<file path="src/rtl/fetch_decode_queue.sv">
// IF->ID boundary queue: DEPTH-entry circular buffer of (pc, inst, excepttype) with
// valid/ready on both sides and single-cycle flush. Define IFQ_BYPASS_EN for zero-latency empty-queue bypass.
module fetch_decode_queue #(
  parameter int DEPTH = 4,
  parameter int AW    = 32,
  parameter int DW    = 32,
  parameter int EW    = 32
) (
  input  logic                     clk,
  input  logic                     rst,
  input  logic                     flush,
  input  logic                     if_valid,
  output logic                     if_ready,
  input  logic [AW-1:0]            if_pc,
  input  logic [DW-1:0]            if_inst,
  input  logic [EW-1:0]            if_excepttype,
  output logic                     id_valid,
  input  logic                     id_ready,
  output logic [AW-1:0]            id_pc,
  output logic [DW-1:0]            id_inst,
  output logic [EW-1:0]            id_excepttype,
  output logic [$clog2(DEPTH):0]   count
);

  localparam int PW = $clog2(DEPTH);
  localparam int CW = PW + 1;
  localparam logic [CW-1:0] FULL = CW'(DEPTH);

  logic [AW-1:0] pc_mem   [DEPTH];
  logic [DW-1:0] inst_mem [DEPTH];
  logic [EW-1:0] exc_mem  [DEPTH];

  logic [PW-1:0] wr_ptr;
  logic [PW-1:0] rd_ptr;

  logic stored;
  logic bypass;
  logic push;
  logic pop;
  logic wr_en;
  logic rd_en;

  assign stored   = (count != '0);
  assign if_ready = (count != FULL) & ~flush;

`ifdef IFQ_BYPASS_EN
  // An entry arriving at an empty queue is shown to ID in the same cycle.
  assign bypass = ~stored & if_valid & ~flush;
`else
  assign bypass = 1'b0;
`endif

  assign id_valid = stored | bypass;
  assign push     = if_valid & if_ready;
  assign pop      = id_valid & id_ready;

  // A bypassed entry that ID takes immediately never touches storage.
  assign wr_en = push & ~(bypass & id_ready);
  assign rd_en = pop & stored;

  // Head of queue, or zero bubble when nothing is available.
  always_comb begin
    id_pc         = '0;
    id_inst       = '0;
    id_excepttype = '0;
    if (stored) begin
      id_pc         = pc_mem[rd_ptr];
      id_inst       = inst_mem[rd_ptr];
      id_excepttype = exc_mem[rd_ptr];
    end else if (bypass) begin
      id_pc         = if_pc;
      id_inst       = if_inst;
      id_excepttype = if_excepttype;
    end
  end

  always_ff @(posedge clk) begin
    if (wr_en) begin
      pc_mem[wr_ptr]   <= if_pc;
      inst_mem[wr_ptr] <= if_inst;
      exc_mem[wr_ptr]  <= if_excepttype;
    end
  end

  // Control state: flush clears exactly like reset and overrides any push/pop.
  always_ff @(posedge clk) begin
    if (rst || flush) begin
      wr_ptr <= '0;
      rd_ptr <= '0;
      count  <= '0;
    end else begin
      if (wr_en) wr_ptr <= wr_ptr + PW'(1);
      if (rd_en) rd_ptr <= rd_ptr + PW'(1);
      count <= count + CW'(wr_en) - CW'(rd_en);
    end
  end

endmodule

</file>
<file path="config.mk">
export PLATFORM = sky130hd
export DESIGN_NAME = fetch_decode_queue
export DESIGN_NICKNAME = d
export VERILOG_FILES = /design/src/rtl/fetch_decode_queue.sv
export SDC_FILE = /design/constraint.sdc
export NUM_CORES = 1
export LEC_CHECK = 0
export BUFFER_PORTS_ARGS = -buffer_cell sky130_fd_sc_hd__buf_2
export CAP_MARGIN = 20
export CORE_ASPECT_RATIO = 1.1
export CORE_MARGIN = 10
export CORE_UTILIZATION = 55
export CTS_CLUSTER_SIZE = 16
export DETAILED_ROUTE_END_ITERATION = 7
export GPL_TIMING_DRIVEN = 0
export PLACE_DENSITY = 0.83
export REMOVE_ABC_BUFFERS = 1
export SETUP_SLACK_MARGIN = 0.1
export SLEW_MARGIN = 10
export SYNTH_ARGS = -nofsm -noshare
export SYNTH_HDL_FRONTEND = slang
export SYNTH_SLANG_ARGS = --single-unit
</file>
<file path="constraint.sdc">
create_clock -name clk -period 4.3 [get_ports clk]
set_clock_uncertainty 0.1 [all_clocks]
set_input_delay 0.43 -clock clk [delete_from_list [all_inputs] [get_ports clk]]
set_output_delay 0.43 -clock clk [all_outputs]
set_load 0.005 [all_outputs]
</file>
==> results.toml, run 1 <==
[global_routing]
gr-usage-met2_pct = 28.6
grt_max_degree = 65
globalRouteMet1Util_pct = 21.4
grt_pass1_vias = 8002
grtUsageMet3_pct = 4.60
grt_overflow = 0
grt_use_total_pct = 17.1
grt-busiest-layer = "met2"
grt_pass1_wl_um = 45000
antenna_found_initial = 5

[floorplanning]
initial_core_util_pct = 55.7
die_h_um = 193
pin_count = 202
rows = 63
fp.dieArea_um2 = 34200
die_w_um = 177
core-area_um2 = 26900

[finish]
multi_input_area_um2 = 3070
final_cells = 1270
seq_area_um2 = 11700
layout_commonest_cell = "edfxtp_1"
final_cell_mix = "edfxtp_1, buf_2, and2_1"
finish.net_count = 988
areaGrowthSynthToFinish_pct = 18.5
fillers = 1734
drive_above_1_share_pct = 40.4
design_area_um2 = 17800

[power_and_ir_drop]
vdd_drop_max_uv = 418
power_density_nw_per_um2 = 442
p_leak_nw = 6.09
power_mw = 7.85

[clock_tree]
numClockSinks = 393
clkTransAtPathRegs_ns = 0.06
postCtsSetupRepairBufs = 0
ctsResizeCount = 0
clock_insertion_delay_worst_skew_ns = 0.51
cts_made_buffers = 38
clockRootBuffer = "clkbuf_16"
hold_buffers = 1
htreeDepth = 2
cts_tree = "done"
cts_buffer_depth = 3

[setup_path]
end_kind = "register"
critPathKind = "register to register"
worstPathArrival_ns = 3.40
cp_data_required_time_ns = 4.60
start_kind = "register"
cp_max_fo = 64

[sta]
worst_slew_pin_slew_ns = 0.800
setup_ws_ns = 1.20
slew_violations = 0
fin_setup_tns_ns = 0
final_period_minus_worst_setup_slack_ns = 3.10
fmax_mhz = 323
relSlewSlack_pct = 46.7
rsz0062_at_grt = "no"
hold_viol = 0
setup_viol = 0
fin_crit_sh_pct = 72.0

[min_path]
hp-class = "primary input to register"

[drt]
vias_per_cell = 5.64
routed_wl_um = 29100
via_count = 7166
drc = 0
wl_per_cell_um = 22.9
ant_nets = 0
drtPass1Iterations = 5
first_iter_violations = 527

[synth]
synth_cell_type_count = 26
synth_compound_area_share_pct = 0.125
ys.warnings.count = 0
synth-seq-cells = 393
synth.avg_cell_area_um2 = 22.7
ys.flop_type = "edfxtp_1"
synth_fa_ha_area_share_pct = 0.635
synth_top_area_cell = "edfxtp_1"
synth_edf_count = 384
yosysTopAreaCellShare_pct = 77.0
netlist_area_um2 = 15000
async_reset_ff_share_pct = 0
synth_top_family_by_area = "multiplexers"
synthCells = 661
seq_area_frac_synth_pct = 78.2
muxShareOfSynthArea_pct = 14.6
synth-simple-area-share_pct = 4.82
synth_area_leaders = "edfxtp_1, mux4_2, and2_1, dfxtp_1, ha_1"
yosys.area_share.xor_xnor_pct = 0.175

[placement]
gp_congestion = 0.726
dpl.hpwl_um = 18000
dpl-instance-area_um2 = 16500
post-place-ws_ns = 1.19
dp.cells = 1196
portBuffers = 201

[flow_run]
maxCapViolCount = 0

[status]
status = "finished, final reports clean"
flip-flops by register name (all words and copies together) (netlist names), named ones only:
name,flops
exc_mem,128
inst_mem,128
pc_mem,128
count,3
rd_ptr,2
wr_ptr,2
where the power goes:
part / internal (mW) / switching [mW]
clock: 1.84 / 1.30
combinational: 0.205 / 0.219
sequential: 4.27 / 0.0207
total: 6.32 / 1.54
kinds of logic after synthesis:
logic type / after synthesis
buffers and inverters: 40
and+or+nand+nor: 117
muxes: 98
AOI/OAI and AO/OA: 3
xor gates and xnor gates: 3
DFF: 393
adders and majority gates: 7
per-layer routing:
| layer | part of all wire [%] | vias to the layer above |
|---|---|---|
| li1 | - | 3145 |
| met1 | 40 | 3667 |
| met2 | 50 | 282 |
| met3 | 7.8 | 68 |
| met4 | 2.5 | 4 |
| met5 | 0.052 | - |
synth_stat cells, types with 2 or more instances:
cell,n
mux2i_1,2
and3_1,4
or3_1,2
xnor2_1,2
nor3_1,2
buf_2,12
nor2b_1,2
nand4_1,2
inv_1,5
dfxtp_1,9
nand2_1,3
mux4_2,96
o21ai_0,2
and2_1,99
clkbuf_1,16
ha_1,6
buf_6,5
edfxtp_1,384
worst max-delay path, cell delays in order, from the launching register on:
cell and delay (ns):
dfxtp_1 0.38, or3_4 0.58, buf_16 0.26, and2_0 0.26, ha_1 0.31, inv_1 0.06, ha_1 0.13, inv_1 0.05
fa_1 0.40, xnor2_1 0.15, xnor2_1 0.14, and2_1 0.16
cell type report:
type,instances,area share (%)
Clock inverter,21,0.804
Tap cell,357,2.52
Inverter,5,0.106
Sequential cell,393,66.0
Clock buffer,47,5.91
Timing Repair Buffer,214,7.29
Multi-Input combinational cell,228,17.3
Antenna cell,5,0.0705
per-stage QoR:
step,hold WS [ns],utilization (%)
final,0.0322,66.0
after global routing,0.0163,66.0
after CTS,0.00208,66.0
after detailed placement,0.411,61.5
after global placement,0.385,60.4
after floorplan,0.362,-
worst paths after layout:
path	start	endpoint	slack, ns	depth (start not counted)
worst min register to register	wr_ptr[1]	wr_ptr[1]	0.42	2
worst max-delay path	count[1]	count[2]	1.20	11
worst min-delay path	if_pc[23]	pc_mem[0][23]	0.03	1
worst max register to register	count[1]	count[2]	1.20	11
Note: power is estimated with default switching activity, not from simulation.
==> run 2, diff against run 1 <==
- clock period: 4.3 -> 3.1 ns (I/O delays scaled with it)
==> run 2 against run 1 <==
Against the previous run:
- cell count rose by 7.6%
- maximum frequency rose by 6.7%
- sequential power up 39%
- non-clock buffer count grew 99
- highest routed layer is now met4
- critical endpoint unchanged
- design area is 5.7% higher
==> results.toml, run 2 (same netlist as run 1, synthesis figures left out) <==
[floorplanning]
die_h_um = 193
rows = 63
core-area_um2 = 26900
fp.dieArea_um2 = 34200
initial_core_util_pct = 55.7
die_w_um = 177
pin_count = 202

[sta]
setup_viol = 0
final_period_minus_worst_setup_slack_ns = 2.90
fin_crit_sh_pct = 93.6
worst_slew_pin_slew_ns = 0.809
slew_violations = 0
holdWs_ns = 0.173
relSlewSlack_pct = 46.1
hold_viol = 0
fmax_mhz = 345
rsz0062_at_grt = "no"
setup_ws_ns = 0.200

[drt]
ant_nets = 0
first_iter_violations = 599
vias_per_cell = 5.57
routed_wl_um = 32100
wl_per_cell_um = 23.5
via_count = 7615
drtPass1Iterations = 4
drc = 0

[placement]
post-place-ws_ns = -0.00805
gp_congestion = 0.726
dpl-instance-area_um2 = 16500
dpl.hpwl_um = 18000
dp.cells = 1196
portBuffers = 201

[min_path]
hp-class = "primary input to register"
worstHoldPathCells = 3
worstHoldStart = "id_ready"

[status]
status = "finished, final reports clean"

[finish]
multi_input_area_um2 = 3080
reg.largest.list = "exc_mem: 128 flops, inst_mem: 128 flops, pc_mem: 128 flops"
areaGrowthSynthToFinish_pct = 25.2
layout_commonest_cell = "edfxtp_1"
fillers = 1620
drive_above_1_share_pct = 37.1
final_cells = 1367
final_cell_mix = "edfxtp_1, buf_2, and2_1"
finish.net_count = 1088
seq_area_um2 = 11700
design_area_um2 = 18800

[setup_path]
start_kind = "register"
cp_data_required_time_ns = 3.41
worstPathArrival_ns = 3.21
cpMaxStageDelayCell = "or3_4"
path_cells = "or3_4, buf_16, and2_1, ha_1, inv_1, ha_1, inv_1, fa_1, xnor2_1, xnor2_1, and2_1"
startpoint = "count[2]"
r2r_slack_ns = 0.20
reg2reg_from = "count[2]"
rr_worst_depth = 11
end_kind = "register"
slowest_delay_ns = 0.43
critPathKind = "register to register"
cp_max_fo = 64
worstReg2RegEnd = "count[2]"
crit_path_end = "count[2]"

[clock_tree]
cts_made_buffers = 38
clock_insertion_delay_worst_skew_ns = 0.51
cts_buffer_depth = 3
htreeDepth = 2
clkTransAtPathRegs_ns = 0.06
cts_tree = "done"
clockRootBuffer = "clkbuf_16"
numClockSinks = 393

[global_routing]
gr-usage-met2_pct = 32.8
antenna_found_initial = 1
globalRouteMet1Util_pct = 23.3
grt_use_total_pct = 18.9
grt_pass1_vias = 8626
grt_max_degree = 65
grt_overflow = 0
grtUsageMet3_pct = 4.73
grt-busiest-layer = "met2"
grt_pass1_wl_um = 49600

[power_and_ir_drop]
power_density_nw_per_um2 = 589
power_mw = 11.0
vdd_drop_max_uv = 542
p_leak_nw = 6.52

[flow_run]
maxCapViolCount = 0
==> run 2: changes by cell type in the layout (fill, tap and decap cells not counted) <==
cell	previous run	this run
dlygate4sd3_1	1	98
and2_0	1	0
nor2b_2	0	1
or3_2	0	1
and2_1	99	100
nor2b_1	2	1
dfxtp_2	0	3
dfxtp_1	7	4
diode_2	5	2
buf_4	0	1
buf_12	7	8
==> run 2: area by class of cell <==
cell class	count	area share, %
diodes	2	0.0267
clock buffers	47	5.59
clock inverters	21	0.761
inverters	5	0.100
multi-input cells	229	16.4
flip-flops and latches	393	62.5
well taps	357	2.38
repair buffers	313	12.2
==> run 2: how the worst min path moves through the flow <==
| stage | end |
|---|---|
| global placement | rd_ptr[0] |
| floorplan | count[1] |
| CTS | register |
| detailed placement | wr_ptr[1] |
| finish | register |
| global route | register |
==> run 2: routing by layer <==
layer,vias up,share of wire (%),routed length (um)
met4,0,2.2,703
li1,3351,-,-
met1,3913,39,12500
met2,291,52,16600
met3,60,7.2,2300
met5,-,0,0
==> run 2: worst max-delay path: cells and delay by family, from the launching register on <==
kind	cells	cell delay (ns)
xor gates and xnor gates	2	0.29
adders and majority gates	3	0.86
buffers and inverters	3	0.34
DFF	1	0.37
and+or+nand+nor	3	0.83
==> run 2: timing repair <==
item | 4_1_cts | 5_1_grt
hold buffers | 98 | 0
pin swaps | 1 | 0
gates cloned | 1 | 0
buffers inserted | 2 | 0
gates resized for setup | 1 | 4
endpoints found under the hold margin | 387 | 0
endpoints found under the setup margin | 5 | 1
==> run 2: power breakdown <==
part           leakage, nW  internal, mW  switching (mW)  total (mW)
sequential            3.56          5.92          0.0306        5.95
clock                0.583          2.56            1.83        4.38
combinational         2.37         0.370           0.343       0.713
total                 6.52          8.85            2.20        11.0
==> run 2: stage by stage <==
step	TNS (ns)	util (%)
6_report	0	69.8
5_1_grt	0	69.8
4_1_cts	0	69.7
3_5_place_dp	-0.00805	61.5
3_3_place_gp	-1277.94	60.4
2_1_floorplan	-348.99	-
==> run 3, diff against run 2 <==
- BUFFER_PORTS_ARGS: -buffer_cell sky130_fd_sc_hd__buf_2 -> -buffer_cell sky130_fd_sc_hd__buf_4
- CORE_UTILIZATION: 55 -> 52
- GPL_ROUTABILITY_DRIVEN: unset -> 0
- PLACE_DENSITY: 0.83 -> 0.82
- clock period: 3.1 -> 2.6 ns (I/O delays scaled with it)
==> run 3 against run 2 <==
Against the previous run:
- sequential power grew 19%
- critical endpoint unchanged
- first-iteration DRC count shrank 3.7%
- clock-buffer cell count grew 4
- register-to-register slack lost 0.16 ns
- via count grew 4.2%
- clock power grew 22%
- global-route usage shrank 0.57 points
- non-clock buffer count grew 31
- cell count grew 3.2%
==> results.toml, run 3 (same netlist as run 1, synthesis figures left out) <==
[placement]
dpl.hpwl_um = 17600
portBuffers = 201

[floorplanning]
fp.dieArea_um2 = 36000
die_w_um = 182
pin_count = 202
core-area_um2 = 28500
initial_core_util_pct = 52.5
rows = 65
die_h_um = 198

[power_and_ir_drop]
power_density_nw_per_um2 = 682
vdd_drop_max_uv = 599
p_leak_nw = 6.90

[flow_run]
maxCapViolCount = 0

[sta]
slew_violations = 0
fmax_mhz = 390
hold_viol = 0
fin_crit_sh_pct = 98.6
setup_viol = 0
fin_setup_tns_ns = 0
rsz0062_at_grt = "yes"
final_period_minus_worst_setup_slack_ns = 2.56
relSlewSlack_pct = 46.7
worst_slew_pin_slew_ns = 0.799

[drt]
drtPass1Iterations = 4
vias_per_cell = 5.63
first_iter_violations = 577
via_count = 7938
ant_nets = 0
routed_wl_um = 35800
wl_per_cell_um = 25.4
drc = 0

[global_routing]
grt_max_degree = 51
grt_pass1_wl_um = 51000
grt_use_total_pct = 18.4
grt_pass1_vias = 8653
grt_overflow = 0
antenna_found_initial = 1

[setup_path]
end_kind = "register"
cp_max_fo = 4
start_kind = "register"
critPathKind = "register to register"
cp_data_required_time_ns = 2.91
worstPathArrival_ns = 2.87

[min_path]
hp-class = "primary input to register"

[clock_tree]
cts_buffer_depth = 3
clock_insertion_delay_worst_skew_ns = 0.51
clkTransAtPathRegs_ns = 0.07
cts_made_buffers = 38
htreeDepth = 2
clockRootBuffer = "clkbuf_16"
cts_tree = "done"
numClockSinks = 393

[finish]
reg.largest.list = "exc_mem: 128 flops, inst_mem: 128 flops, pc_mem: 128 flops"
drive_above_1_share_pct = 41.5
utilization_pct = 69.8
fillers = 1662
layout_commonest_cell = "edfxtp_1"
finish.net_count = 1120
final_cell_mix = "edfxtp_1, buf_4, dlygate4sd3_1"
multi_input_area_um2 = 3180
seq_area_um2 = 11700
areaGrowthSynthToFinish_pct = 33.1

[status]
status = "finished, final reports clean"
-- run 3: worst paths after layout --
kind / from / end / slack, ns / cells past startpoint
max reg2reg: count[0] / count[2] / 0.04 / 11
min reg2reg: wr_ptr[0] / wr_ptr[0] / 0.44 / 2
min: flush / count[2] / 0.06 / 3
max: count[0] / count[2] / 0.04 / 11
-- run 3: layout make-up --
type / instances / share of cell area, %
Antenna cell: 1 / 0.0126
Clock buffer: 51 / 5.49
Clock inverter: 19 / 0.672
Inverter: 5 / 0.0941
Multi-Input combinational cell: 230 / 15.9
Sequential cell: 393 / 58.8
Tap cell: 368 / 2.31
Timing Repair Buffer: 344 / 16.7
-- run 3: timing repair --
action / 4_1_cts / 5_1_grt
buffers inserted: 14 / 8
setup endpoints to repair: 99 / 87
endpoints found under the hold margin: 389 / 0
gates cloned: 4 / 9
pin swaps: 2 / 12
gates resized for setup: 15 / 42
hold buffers: 99 / 0
-- run 3: per-stage QoR --
step                      setup slack [ns]  area, um^2  std cells  hold slack [ns]  power [mW]
after floorplan                      -2.59       14800        626            0.231        7.56
after global placement               -4.59       16700       1195            0.350        8.04
after detailed placement            -0.565       17100       1206            0.354        8.06
after CTS                           0.0715       19500       1393         0.000665        13.6
after global routing               -0.0680       19900       1411           0.0700        14.0
final                               0.0359       19900       1411           0.0608        13.6
-- run 3: per-layer routing --
layer  vias up  wire (um)  GRT usage (%)
met4         0        626           4.61
met5         -          0              0
met3        52       2400           4.22
met1      4168      14400           23.6
li1       3400          -              -
met2       318      18400           31.1
-- run 3: critical path: stages (launching register included) --
cell and delay (ns):
dfxtp_4 0.37, or3b_4 0.42, and2_1 0.17, inv_1 0.13
ha_4 0.22, inv_2 0.06, ha_4 0.12, inv_2 0.04
fa_2 0.39, xnor2_2 0.15, xnor2_1 0.13, and2_1 0.16
-- run 3: power breakdown --
group          switching (mW)  total, mW  internal [mW]
registers              0.0297       7.09           7.06
clock network            2.21       5.36           3.15
logic                   0.490       1.15          0.660
